===== config.mk =====
export PLATFORM = sky130hd
export DESIGN_NAME = knn_select
export DESIGN_NICKNAME = d
export VERILOG_FILES = /design/src/rtl/knn_pkg.sv /design/src/rtl/knn_vote.sv /design/src/rtl/knn_select.sv
export SDC_FILE = /design/constraint.sdc
export NUM_CORES = 1
export LEC_CHECK = 0
export CORE_MARGIN = 2
export CORE_UTILIZATION = 58
export DETAILED_ROUTE_END_ITERATION = 8
export HOLD_SLACK_MARGIN = 0.08
export PLACE_DENSITY = 0.82
export SKIP_CTS_REPAIR_TIMING = 1
export SYNTH_ARGS = -nofsm -noshare
export SYNTH_HDL_FRONTEND = slang
export SYNTH_SLANG_ARGS = --single-unit

===== constraint.sdc =====
create_clock -name clk -period 7 [get_ports clk]
set_clock_uncertainty 0.2 [all_clocks]
set_input_delay 1.4 -clock clk [delete_from_list [all_inputs] [get_ports clk]]
set_output_delay 1.4 -clock clk [all_outputs]
set_load 0.03 [all_outputs]

===== src/rtl/knn_pkg.sv =====
// knn_pkg: shared state encoding, default geometry and distance-width helper
// for the k-nearest-neighbour selector.
package knn_pkg;

    localparam int KNN_WDATA_W_DEF = 16;
    localparam int K_DEF           = 4;
    localparam int LABEL_W_DEF     = 2;

    typedef enum logic [2:0] {
        ST_IDLE,
        ST_COLLECT,
        ST_COUNT,
        ST_ARGMAX,
        ST_DONE
    } knn_state_e;

    // Squared distances need twice the coordinate width.
    function automatic int knn_dist_w(input int wdata_w);
        return 2 * wdata_w;
    endfunction

    localparam int KNN_DIST_W_DEF = knn_dist_w(KNN_WDATA_W_DEF);

endpackage


===== src/rtl/knn_vote.sv =====
// knn_vote: per-class vote counters plus a serial argmax scan.
// The scan is driven from the highest label down with >=, so on equal
// counts the lower label replaces the earlier winner.
module knn_vote
    import knn_pkg::*;
#(
    parameter int K       = K_DEF,
    parameter int LABEL_W = LABEL_W_DEF
) (
    input  logic               clk,
    input  logic               rst_n,
    input  logic               clr,
    input  logic               cnt_en,
    input  logic [LABEL_W-1:0] cnt_label,
    input  logic               scan_en,
    input  logic [LABEL_W-1:0] scan_label,
    input  logic               latch,
    output logic [LABEL_W-1:0] result_label
);

    localparam int NCLASS = 2 ** LABEL_W;
    localparam int CW     = $clog2(K + 1);

    logic [CW-1:0]      votes [NCLASS];
    logic [CW-1:0]      best_cnt;
    logic [LABEL_W-1:0] best_label;

    // Vote accumulation, argmax scan and result register.
    always_ff @(posedge clk or negedge rst_n) begin
        if (!rst_n) begin
            for (int c = 0; c < NCLASS; c++) votes[c] <= '0;
            best_cnt     <= '0;
            best_label   <= '0;
            result_label <= '0;
        end else if (clr) begin
            for (int c = 0; c < NCLASS; c++) votes[c] <= '0;
            best_cnt     <= '0;
            best_label   <= '0;
            result_label <= '0;
        end else begin
            if (cnt_en)
                votes[cnt_label] <= votes[cnt_label] + CW'(1);
            if (scan_en && (votes[scan_label] >= best_cnt)) begin
                best_cnt   <= votes[scan_label];
                best_label <= scan_label;
            end
            if (latch)
                result_label <= best_label;
        end
    end

endmodule


===== src/rtl/knn_select.sv =====
// knn_select: keeps the K smallest squared distances in a sorted list and
// reports the majority class among them.
// Optional feature: define KNN_SELECT_DIST_OUT_EN to add the nearest_d2 output.
//
//   state      | meaning
//   -----------+--------------------------------------------------------
//   ST_IDLE    | after reset, waiting for start
//   ST_COLLECT | accepting samples, inserting into the sorted list
//   ST_COUNT   | one list entry per cycle fed to the vote counters
//   ST_ARGMAX  | one class per cycle scanned, then one cycle to latch winner
//   ST_DONE    | result valid, held until the next start
module knn_select
    import knn_pkg::*;
#(
    parameter int KNN_WDATA_W = KNN_WDATA_W_DEF,
    parameter int K           = K_DEF,
    parameter int LABEL_W     = LABEL_W_DEF
) (
    input  logic                               clk,
    input  logic                               rst_n,
    input  logic                               start,
    input  logic                               d2_valid,
    input  logic [knn_dist_w(KNN_WDATA_W)-1:0] d2,
    input  logic [LABEL_W-1:0]                 label,
    input  logic                               d2_last,
    output logic                               d2_ready,
    output logic                               busy,
    output logic                               result_valid,
    output logic [LABEL_W-1:0]                 result_label,
    output logic [$clog2(K+1)-1:0]             n_valid
`ifdef KNN_SELECT_DIST_OUT_EN
   ,output logic [knn_dist_w(KNN_WDATA_W)-1:0] nearest_d2
`endif
);

    localparam int DIST_W   = knn_dist_w(KNN_WDATA_W);
    localparam int NCLASS   = 2 ** LABEL_W;
    localparam int NW       = $clog2(K + 1);
    localparam int STEP_MAX = (K - 1 > NCLASS) ? K - 1 : NCLASS;
    localparam int SW       = $clog2(STEP_MAX + 1);

    knn_state_e state, state_nxt;

    logic [DIST_W-1:0]  ent_d [K];
    logic [LABEL_W-1:0] ent_l [K];
    logic [K-1:0]       ent_v;
    logic [DIST_W-1:0]  sh_d  [K];
    logic [LABEL_W-1:0] sh_l  [K];
    logic [K-1:0]       sh_v;
    logic [K-1:0]       take;
    logic [K-1:0]       ins;
    logic [SW-1:0]      step;
    logic               accept;
    logic               sel_v;
    logic [LABEL_W-1:0] sel_l;
    logic               vote_cnt_en;
    logic               vote_scan_en;
    logic               vote_latch;

    // start has priority: a beat offered in the same cycle is dropped.
    assign accept = (state == ST_COLLECT) && d2_valid && !start;

    // State register.
    always_ff @(posedge clk or negedge rst_n) begin
        if (!rst_n) state <= ST_IDLE;
        else        state <= state_nxt;
    end

    // Next-state logic; start restarts from any state.
    always_comb begin
        state_nxt = state;
        if (start) begin
            state_nxt = ST_COLLECT;
        end else begin
            case (state)
                ST_COLLECT: if (accept && d2_last) state_nxt = ST_COUNT;
                ST_COUNT:   if (step == '0)        state_nxt = ST_ARGMAX;
                ST_ARGMAX:  if (step == '0)        state_nxt = ST_DONE;
                default:    state_nxt = state;
            endcase
        end
    end

    // Outputs decoded from state.
    always_comb begin
        d2_ready     = 1'b0;
        busy         = 1'b0;
        result_valid = 1'b0;
        case (state)
            ST_COLLECT: begin
                d2_ready = 1'b1;
                busy     = 1'b1;
            end
            ST_COUNT, ST_ARGMAX: busy = 1'b1;
            ST_DONE:             result_valid = 1'b1;
            default: ;
        endcase
    end

    // Phase down-counter: K-1..0 through COUNT, NCLASS..0 through ARGMAX.
    always_ff @(posedge clk or negedge rst_n) begin
        if (!rst_n)
            step <= '0;
        else if (accept && d2_last)
            step <= SW'(K - 1);
        else if ((state == ST_COUNT) && (step == '0))
            step <= SW'(NCLASS);
        else if (((state == ST_COUNT) || (state == ST_ARGMAX)) && (step != '0))
            step <= step - SW'(1);
    end

    // Insertion point: first slot that is empty or holds a strictly larger
    // distance, so equal distances keep arrival order.
    always_comb begin
        for (int i = 0; i < K; i++)
            take[i] = !ent_v[i] || (ent_d[i] > d2);
        ins[0] = take[0];
        for (int i = 1; i < K; i++)
            ins[i] = take[i] && !take[i-1];
    end

    // List shifted down by one slot, used for entries behind the new sample.
    always_comb begin
        sh_d[0] = '0;
        sh_l[0] = '0;
        sh_v[0] = 1'b0;
        for (int i = 1; i < K; i++) begin
            sh_d[i] = ent_d[i-1];
            sh_l[i] = ent_l[i-1];
            sh_v[i] = ent_v[i-1];
        end
    end

    // Sorted neighbour list; a full list with no insertion point discards.
    always_ff @(posedge clk or negedge rst_n) begin
        if (!rst_n) begin
            ent_v <= '0;
            for (int i = 0; i < K; i++) begin
                ent_d[i] <= '0;
                ent_l[i] <= '0;
            end
        end else if (start) begin
            ent_v <= '0;
        end else if (accept) begin
            for (int i = 0; i < K; i++) begin
                if (ins[i]) begin
                    ent_d[i] <= d2;
                    ent_l[i] <= label;
                    ent_v[i] <= 1'b1;
                end else if (take[i]) begin
                    ent_d[i] <= sh_d[i];
                    ent_l[i] <= sh_l[i];
                    ent_v[i] <= sh_v[i];
                end
            end
        end
    end

    // Occupancy counter, saturating naturally at K.
    always_ff @(posedge clk or negedge rst_n) begin
        if (!rst_n)
            n_valid <= '0;
        else if (start)
            n_valid <= '0;
        else if (accept && !ent_v[K-1])
            n_valid <= n_valid + NW'(1);
    end

    // Entry currently addressed by the COUNT phase.
    always_comb begin
        sel_v = 1'b0;
        sel_l = '0;
        for (int i = 0; i < K; i++) begin
            if (step == SW'(i)) begin
                sel_v = ent_v[i];
                sel_l = ent_l[i];
            end
        end
    end

    assign vote_cnt_en  = (state == ST_COUNT)  && !start && sel_v;
    assign vote_scan_en = (state == ST_ARGMAX) && !start && (step != '0);
    assign vote_latch   = (state == ST_ARGMAX) && !start && (step == '0);

    knn_vote #(
        .K       (K),
        .LABEL_W (LABEL_W)
    ) u_vote (
        .clk          (clk),
        .rst_n        (rst_n),
        .clr          (start),
        .cnt_en       (vote_cnt_en),
        .cnt_label    (sel_l),
        .scan_en      (vote_scan_en),
        .scan_label   (LABEL_W'(step - SW'(1))),
        .latch        (vote_latch),
        .result_label (result_label)
    );

`ifdef KNN_SELECT_DIST_OUT_EN
    // Nearest distance captured alongside the result.
    always_ff @(posedge clk or negedge rst_n) begin
        if (!rst_n)
            nearest_d2 <= '0;
        else if (start)
            nearest_d2 <= '0;
        else if (vote_latch)
            nearest_d2 <= ent_v[0] ? ent_d[0] : '0;
    end
`endif

endmodule

==> results by group, run 1 <==
Yosys
  – Post-synthesis adder-cell area fraction: 15.5%
  – Largest family of logic cells by synthesized area: multiplexers
  – Yosys reg bits: 168
  – Post-synthesis simple-gate area fraction: 9.80%
  – Synth cell types: 60
  – Post-synth EDFFs: 0
  – Syn Area/Cell: 10.7 sq um
  – Mux cell area share after synthesis: 20.7%
  – Async S/R FF share, synth: 100%
  – Cells after Synth: 1042
  – Seq/Total Area, Yosys: 37.8%
  – Synth Area in XOR/XNOR: 0.710%
  – Mapped Nets: 1219
  – Synth Area in Compound Gates: 11.8%
  – Syn Std Cell Area: 11100 sq um
  – Synth warn: 0
  – Ys flop type: dfrtp_1

Worst setup path
  – Largest incremental delay on the critical path: 0.77 ns
  – Arr. time, crit path: 5.31 ns
  – Critical-path top delay cell: o22ai_4
  – Critical path's most frequent cell: mux2_4
  – CP Capture Type: flop
  – Crit path max fanout: 18
  – Flop2flop setup slack: 3.05 ns
  – Startpoint Class: input port
  – Worst endpoint required time: 7.12 ns
  – WS Path Type: input port to flop
  – Reg-to-reg startpoint: ent_d[94]$_DFFE_PN0P_
  – Crit path to: ent_d[58]$_DFFE_PN0P_
  – Cell Chain, Critical Path: clkdlybuf4s50_1 -> inv_1 -> ha_1 -> nand4_1 -> nor4_1 -> nand2_1 -> o22ai_4 -> buf_4 -> mux2_4 -> mux2_4
  – Crit path from: d2[23]
  – Worst r2r dst: ent_d[58]$_DFFE_PN0P_
  – Reg2reg path depth: 8

Finish
  – Final net count: 1257
  – Fin util: 66.2%
  – # diodes: 0
  – Share of layout cells above drive strength 1: 17.9%
  – Layout fillers: 1394
  – Layout area overhead: 11.8%

Timing
  – Max-slew headroom: 33.6%
  – Worst-margin pin slew: 0.997 ns
  – Final setup TNS: 0 ns
  – Hold Violations, Final: 0
  – Slew Limit Fails: 0
  – Final period util: 74.1%
  – Fmax: 193 MHz
  – Crit path time final: 5.19 ns
  – RSZ-0062 raised after global routing: false
  – Setup violators final: 0

Worst hold path
  – Min-delay worst type: flop to flop
  – Worst Hold Path Cells: 2
  – Hold Path Origin: u_vote.best_label[0]$_DFFE_PN0P_

Pwr
  – Peak VDD IR: 0.192 mV
  – Static leakage power: 5.58 nW
  – Pwr per Cell Area: 360 nW/um^2

Drt
  – Routed Antenna Nets: 0
  – Iter 0 DRT Violations: 666
  – Post-Route WL: 26.7 mm
  – DRT Pass-1 Iters: 5
  – Via count: 8333
  – Residual DRC count: 0
  – Via density per instance: 6.28
  – Per-cell routed wire length: 20.1 um

Floorplanning
  – Die Wd: 142 um
  – Core Footprint: 18800 sq um
  – Die area: 20300 sq um
  – Initial Utilization: 59.2%
  – Site Rows: 50
  – Num ports: 47
  – Die height: 142 um

Clock network
  – Clock root buffer: clkbuf_16
  – Htree depth: 4
  – CTS tree: yes
  – Worst-path clk slew: 0.06 ns
  – Clk buf depth: 2
  – Clk sinks: 168
  – CTS buffer count: 17
  – Skew-Pair Late Insertion Delay: 0.44 ns

Global routing
  – GR Util met2: 47.1%
  – Antenna violations before repair: 0
  – First-pass GRT wire length: 44.5 mm
  – GRT Overall Usage: 28.0%
  – Overflow after GRT: 0
  – Met1 Usage GRT: 35.9%
  – Grt peak-use layer: met2
  – Number of global-route vias before repair: 8752
  – Pin count of the biggest net entering global routing: 107
  – Met3 GRT Util: 5.59%

Placement
  – GPL Wtd Cong: 0.897
  – # port buffers: 46
  – DP Wirelength: 18.3 mm

Flow run
  – Max-cap violations: 0

Run status
  – Outcome: finished clean
through the flow:
stage	std cells	power (mW)	instance area (sq um)	hold slack (ns)	worst slack (ns)
5_1_grt	1326	4.78	12400	0.329	1.72
3_5_place_dp	1295	3.41	11800	0.295	1.47
2_1_floorplan	1042	2.90	11100	0.277	2.91
3_3_place_gp	1295	3.31	11800	0.293	1.57
6_report	1326	4.47	12400	0.309	1.81
4_1_cts	1326	4.47	12400	0.315	1.85
layout make-up:
| class | instances | area [sq um] | area share, % |
|---|---|---|---|
| multi-input cells | 784 | 6540 | 52.7 |
| clock inverters | 8 | 169 | 1.36 |
| clock buffers | 23 | 468 | 3.77 |
| well taps | 234 | 293 | 2.36 |
| repair buffers | 59 | 559 | 4.50 |
| flip-flops and latches | 168 | 4200 | 33.8 |
| inverters | 50 | 188 | 1.51 |
where the power goes:
part / switching (mW) / internal, mW / leakage, nW
clock: 0.385 / 0.650 / 0.311
sequential: 0.319 / 1.33 / 2.01
combinational: 0.864 / 0.925 / 3.26
flip-flops by register name, indices dropped and copies added (netlist names):
name	cells
u_vote.best_cnt	3
n_valid	3
u_vote.votes	12
step	3
state	3
ent_d	128
ent_v	4
u_vote.best_label	2
u_vote.result_label	2
ent_l	8
placed cells by master (no fill, tap or decap), drive strengths merged, types with 3 or more instances in the layout:
master | synthesis | final
nand2b | 10 | 10
xnor2 | 8 | 8
o21a | 4 | 4
clkbuf | 20 | 23
a22oi | 4 | 4
o21ai | 86 | 86
clkinv | 0 | 3
mux4 | 5 | 5
clkdlybuf4s50 | 0 | 45
a21oi | 99 | 99
mux2 | 137 | 137
a221o | 3 | 3
a21o | 8 | 8
nor4 | 5 | 5
ha | 138 | 138
dfrtp | 168 | 168
buf | 20 | 14
inv | 50 | 50
mux2i | 47 | 47
or4 | 3 | 3
o211ai | 4 | 4
nand3 | 21 | 21
nand4 | 20 | 20
and4 | 8 | 8
nor3b | 4 | 4
nand3b | 7 | 7
nand2 | 51 | 51
nor2 | 74 | 74
bufinv | 0 | 5
nor2b | 6 | 6
nor3 | 4 | 4
worst max-delay path: cells and delay by family:
kind | cells | cell delay (ns)
AOI/OAI and AO/OA | 1 | 0.77
muxes | 2 | 0.61
buffers and inverters | 3 | 1.11
adders and majority gates | 1 | 0.37
and+or+nand+nor | 3 | 1.05
Yosys cell counts, types with 2 or more instances:
| library cell | number | area share, % |
|---|---|---|
| a21o_1 | 8 | 0.54 |
| a21oi_1 | 99 | 4.5 |
| a221o_1 | 3 | 0.27 |
| a221oi_1 | 2 | 0.16 |
| a22oi_1 | 3 | 0.20 |
| a311o_1 | 2 | 0.18 |
| a311oi_1 | 2 | 0.16 |
| and3_1 | 2 | 0.11 |
| and4_1 | 8 | 0.63 |
| buf_2 | 12 | 0.54 |
| buf_4 | 5 | 0.34 |
| buf_6 | 3 | 0.30 |
| clkbuf_1 | 19 | 0.64 |
| dfrtp_1 | 168 | 38 |
| ha_1 | 138 | 16 |
| inv_1 | 50 | 1.7 |
| mux2_2 | 90 | 9.1 |
| mux2_4 | 47 | 6.4 |
| mux2i_1 | 47 | 4.2 |
| mux4_2 | 5 | 1.0 |
| nand2_1 | 50 | 1.7 |
| nand2b_1 | 10 | 0.56 |
| nand3_1 | 21 | 0.95 |
| nand3b_1 | 7 | 0.47 |
| nand4_1 | 20 | 1.1 |
| nor2_1 | 72 | 2.4 |
| nor2_2 | 2 | 0.11 |
| nor2b_1 | 6 | 0.34 |
| nor3_1 | 4 | 0.18 |
| nor3b_1 | 3 | 0.20 |
| nor4_1 | 5 | 0.28 |
| o211a_1 | 2 | 0.18 |
| o211ai_1 | 4 | 0.27 |
| o21a_1 | 4 | 0.27 |
| o21ai_0 | 82 | 3.7 |
| o21ai_1 | 4 | 0.18 |
| or2_2 | 2 | 0.11 |
| or4_1 | 2 | 0.14 |
| xnor2_1 | 8 | 0.63 |
kinds of logic (layout without fill, tap and decap cells):
logic type,Yosys count,in the layout
flops,168,168
simple gates,220,220
compound gates,228,228
xor+xnor,9,9
buf+inv,90,140
mux,189,189
fa+ha+maj,138,138
metal layers:
metal | vias up | part of all wire [%]
met5 | - | 0
met1 | 4149 | 44
met3 | 71 | 4.6
met4 | 0 | 2.8
li1 | 3882 | -
met2 | 231 | 49
how the worst min path moves through the flow:
stage / to / slack [ns]
2_1_floorplan: u_vote.best_label[0]$_DFFE_PN0P_ / 0.28
3_3_place_gp: ent_l[0]$_DFFE_PN0P_ / 0.29
3_5_place_dp: ent_l[1]$_DFFE_PN0P_ / 0.30
4_1_cts: u_vote.best_label[0]$_DFFE_PN0P_ / 0.32
5_1_grt: ent_d[20]$_DFFE_PN0P_ / 0.33
6_report: u_vote.best_label[0]$_DFFE_PN0P_ / 0.31
Power figures use the tool's default switching activity.
==> run 2: changes to the inputs <==
Settings changed: CORE_UTILIZATION 58 to 56.
Clock period 7 ns to 4.3 ns, I/O delays scaled along.
==> run 2 against run 1 <==
Power increased by 59%. Register-to-register slack worse by 2.2 ns. Sequential power grew 62%. Utilization down 0.80 points. Worst hold slack improved by 0.0087 ns. Final cell count up 4.8%. Critical path depth up 1. Combinational power up 65%. Via count is essentially flat. Clock power increased by 43%. Clock-buffer cell count shrank 5. Non-clock buffer count up 33. Largest cell class unchanged.
==> results by group, run 2 (same netlist as run 1, synthesis figures left out) <==
Run status
  – Outcome: finished clean

Drt
  – Via count: 8330 (-0.036%)
  – Iter 0 DRT Violations: 617 (-7.4%)
  – Via density per instance: 5.99 (-4.6%)
  – Post-Route WL: 26.4 mm (-1.2%)
  – Residual DRC count: 0 (unchanged)
  – Per-cell routed wire length: 19.0 um (-5.8%)
  – DRT Pass-1 Iters: 6 (+1)
  – Routed Antenna Nets: 0 (unchanged)

Pwr
  – Pwr per Cell Area: 557 nW/um^2 (+55%)
  – Switch Pwr: 2.57 mW (+64%)
  – Peak VDD IR: 0.328 mV (+71%)
  – Flop pwr share: 37.6% (+0.7 points)
  – Switch share: 36.3% (+1.2 points)
  – Power Total: 7.09 mW (+59%)
  – Share of total power in combinational logic: 41.6% (+1.6 points)
  – Static leakage power: 5.73 nW (+2.6%)
  – Int Pwr: 4.52 mW (+55%)
  – Clock power share: 20.7% (-2.4 points)

Global routing
  – Number of global-route vias before repair: 8573 (-2.0%)
  – GRT Overall Usage: 26.5% (-1.5 points)
  – Antenna violations before repair: 0 (unchanged)
  – Pin count of the biggest net entering global routing: 101 (-5.6%)
  – First-pass GRT wire length: 43.5 mm (-2.2%)
  – Overflow after GRT: 0 (unchanged)

Placement
  – # port buffers: 46 (unchanged)
  – DP Wirelength: 19.1 mm (+4.2%)
  – Placed Area: 12200 sq um (+3.3%)
  – GPL Wtd Cong: 0.889 (-0.89%)

Timing
  – Slew Limit Fails: 0 (unchanged)
  – Setup violators final: 0 (unchanged)
  – Hold Violations, Final: 0 (unchanged)
  – Final period util: 90.8%
  – Final setup TNS: 0 ns (unchanged)
  – Fmax: 256 MHz
  – RSZ-0062 raised after global routing: false
  – Worst-margin pin slew: 0.969 ns (-0.0280 ns)
  – Max-slew headroom: 35.4% (+1.9 points)
  – Crit path time final: 3.91 ns

Clock network
  – Clk buf depth: 2 (unchanged)
  – Htree depth: 4 (unchanged)
  – Worst-path clk slew: 0.07 ns (about the same)
  – Skew-Pair Late Insertion Delay: 0.43 ns (about the same)
  – Clk sinks: 168 (unchanged)
  – Clock root buffer: clkbuf_16
  – CTS tree: yes
  – CTS buffer count: 17 (unchanged)

Worst setup path
  – Worst endpoint required time: 4.39 ns (-2.73 ns)
  – Arr. time, crit path: 4.00 ns (-1.31 ns)
  – WS Path Type: input port to flop
  – CP Capture Type: flop
  – Startpoint Class: input port
  – Crit path max fanout: 31 (+13)
  – Flop2flop setup slack: 0.89 ns (-2.16 ns)

Finish
  – # diodes: 0 (unchanged)
  – Most flops, register: ent_d
  – Most frequent cells in the layout: dfrtp_1 (168), ha_1 (138), a21oi_1 (99)
  – Largest register FFs: 128 (unchanged)
  – Final net count: 1290 (+2.6%)
  – Final instance area: 12700 sq um (+2.4%)
  – Layout fillers: 1462 (+4.9%)
  – Largest registers: ent_d: 128 flops, u_vote.votes: 12 flops, ent_l: 8 flops
  – Most common cell after layout, fill and taps aside: dfrtp_1
  – Layout area overhead: 14.5%
  – Share of layout cells above drive strength 1: 20.5% (+2.7 points)

Flow run
  – Max-cap violations: 0 (unchanged)

Floorplanning
  – Die Wd: 145 um (+1.7%)
  – Site Rows: 51 (+2.0%)
  – Num ports: 47 (unchanged)
  – Die height: 145 um (+1.7%)
  – Initial Utilization: 57.1% (-2.1 points)
  – Die area: 21000 sq um (+3.5%)
  – Core Footprint: 19500 sq um (+3.7%)

Worst hold path
  – Min-delay worst type: flop to flop
## run 2: cell count changes in the layout (fill, tap and decap cells not counted)
cell        change
buf_12          +8
clkinvlp_4      +5
buf_4          +25
inv_6           +2
clkbuf_1        -3
clkbuf_8        -2
clkinv_4        +3
clkinv_2        -1
bufinv_16       -4
## run 2: through the flow
step                cells  hold slack (ns)  setup slack (ns)  util [%]
floorplan            1042            0.277             0.753         -
finish               1390            0.318             0.395      65.4
global route         1390            0.326             0.250      65.4
global placement     1359            0.295            0.0602      62.5
CTS                  1390            0.320             0.463      65.4
detailed placement   1359            0.298            0.0391      62.5
## run 2: final timing paths
check                      depth (start not counted)                           end                  start
setup reg to reg                                   9  u_vote.votes[10]$_DFFE_PN0P_    step[0]$_DFFE_PN0P_
hold reg to reg                                    1         ent_d[13]$_DFFE_PN0P_  ent_d[13]$_DFFE_PN0P_
max in group asynchronous                          2         ent_d[30]$_DFFE_PN0P_                  rst_n
setup / recovery                                  11         ent_d[67]$_DFFE_PN0P_                  d2[5]
hold / removal                                     1         ent_d[13]$_DFFE_PN0P_  ent_d[13]$_DFFE_PN0P_
min in group asynchronous                          1         ent_d[73]$_DFFE_PN0P_                  rst_n
## run 2: per-layer routing
layer	GRT usage (%)	vias up	routed length (um)
met1	34.8	4144	11600
met4	7.36	0	533
met2	45.7	188	13200
met5	0	-	0
met3	3.98	43	1080
li1	-	3955	-
## run 2: critical path, stage by stage
cell	delay (ns)
clkdlybuf4s50_1	0.53
inv_1	0.12
ha_1	0.34
a21oi_1	0.22
o21ai_0	0.16
a22o_1	0.26
or4_1	0.45
a31oi_4	0.24
buf_4	0.42
mux2i_1	0.28
a21oi_1	0.10
## run 2: power groups by stage
stage               Sequential (mW)  Clock (mW)  Combinational, mW
floorplan                      2.49           0               2.23
finish                         2.67        1.47               2.95
CTS                            2.66        1.48               2.94
detailed placement             2.68           0               2.90
global route                   2.74        1.55               3.28
global placement               2.65           0               2.76
## run 2: layout make-up
class	instances	area (sq um)	area share [%]
clock buffers	18	429	3.37
clock inverters	13	125	0.983
multi-input cells	784	6540	51.4
repair buffers	92	907	7.13
flip-flops and latches	168	4200	33.0
inverters	50	188	1.47
well taps	265	332	2.61
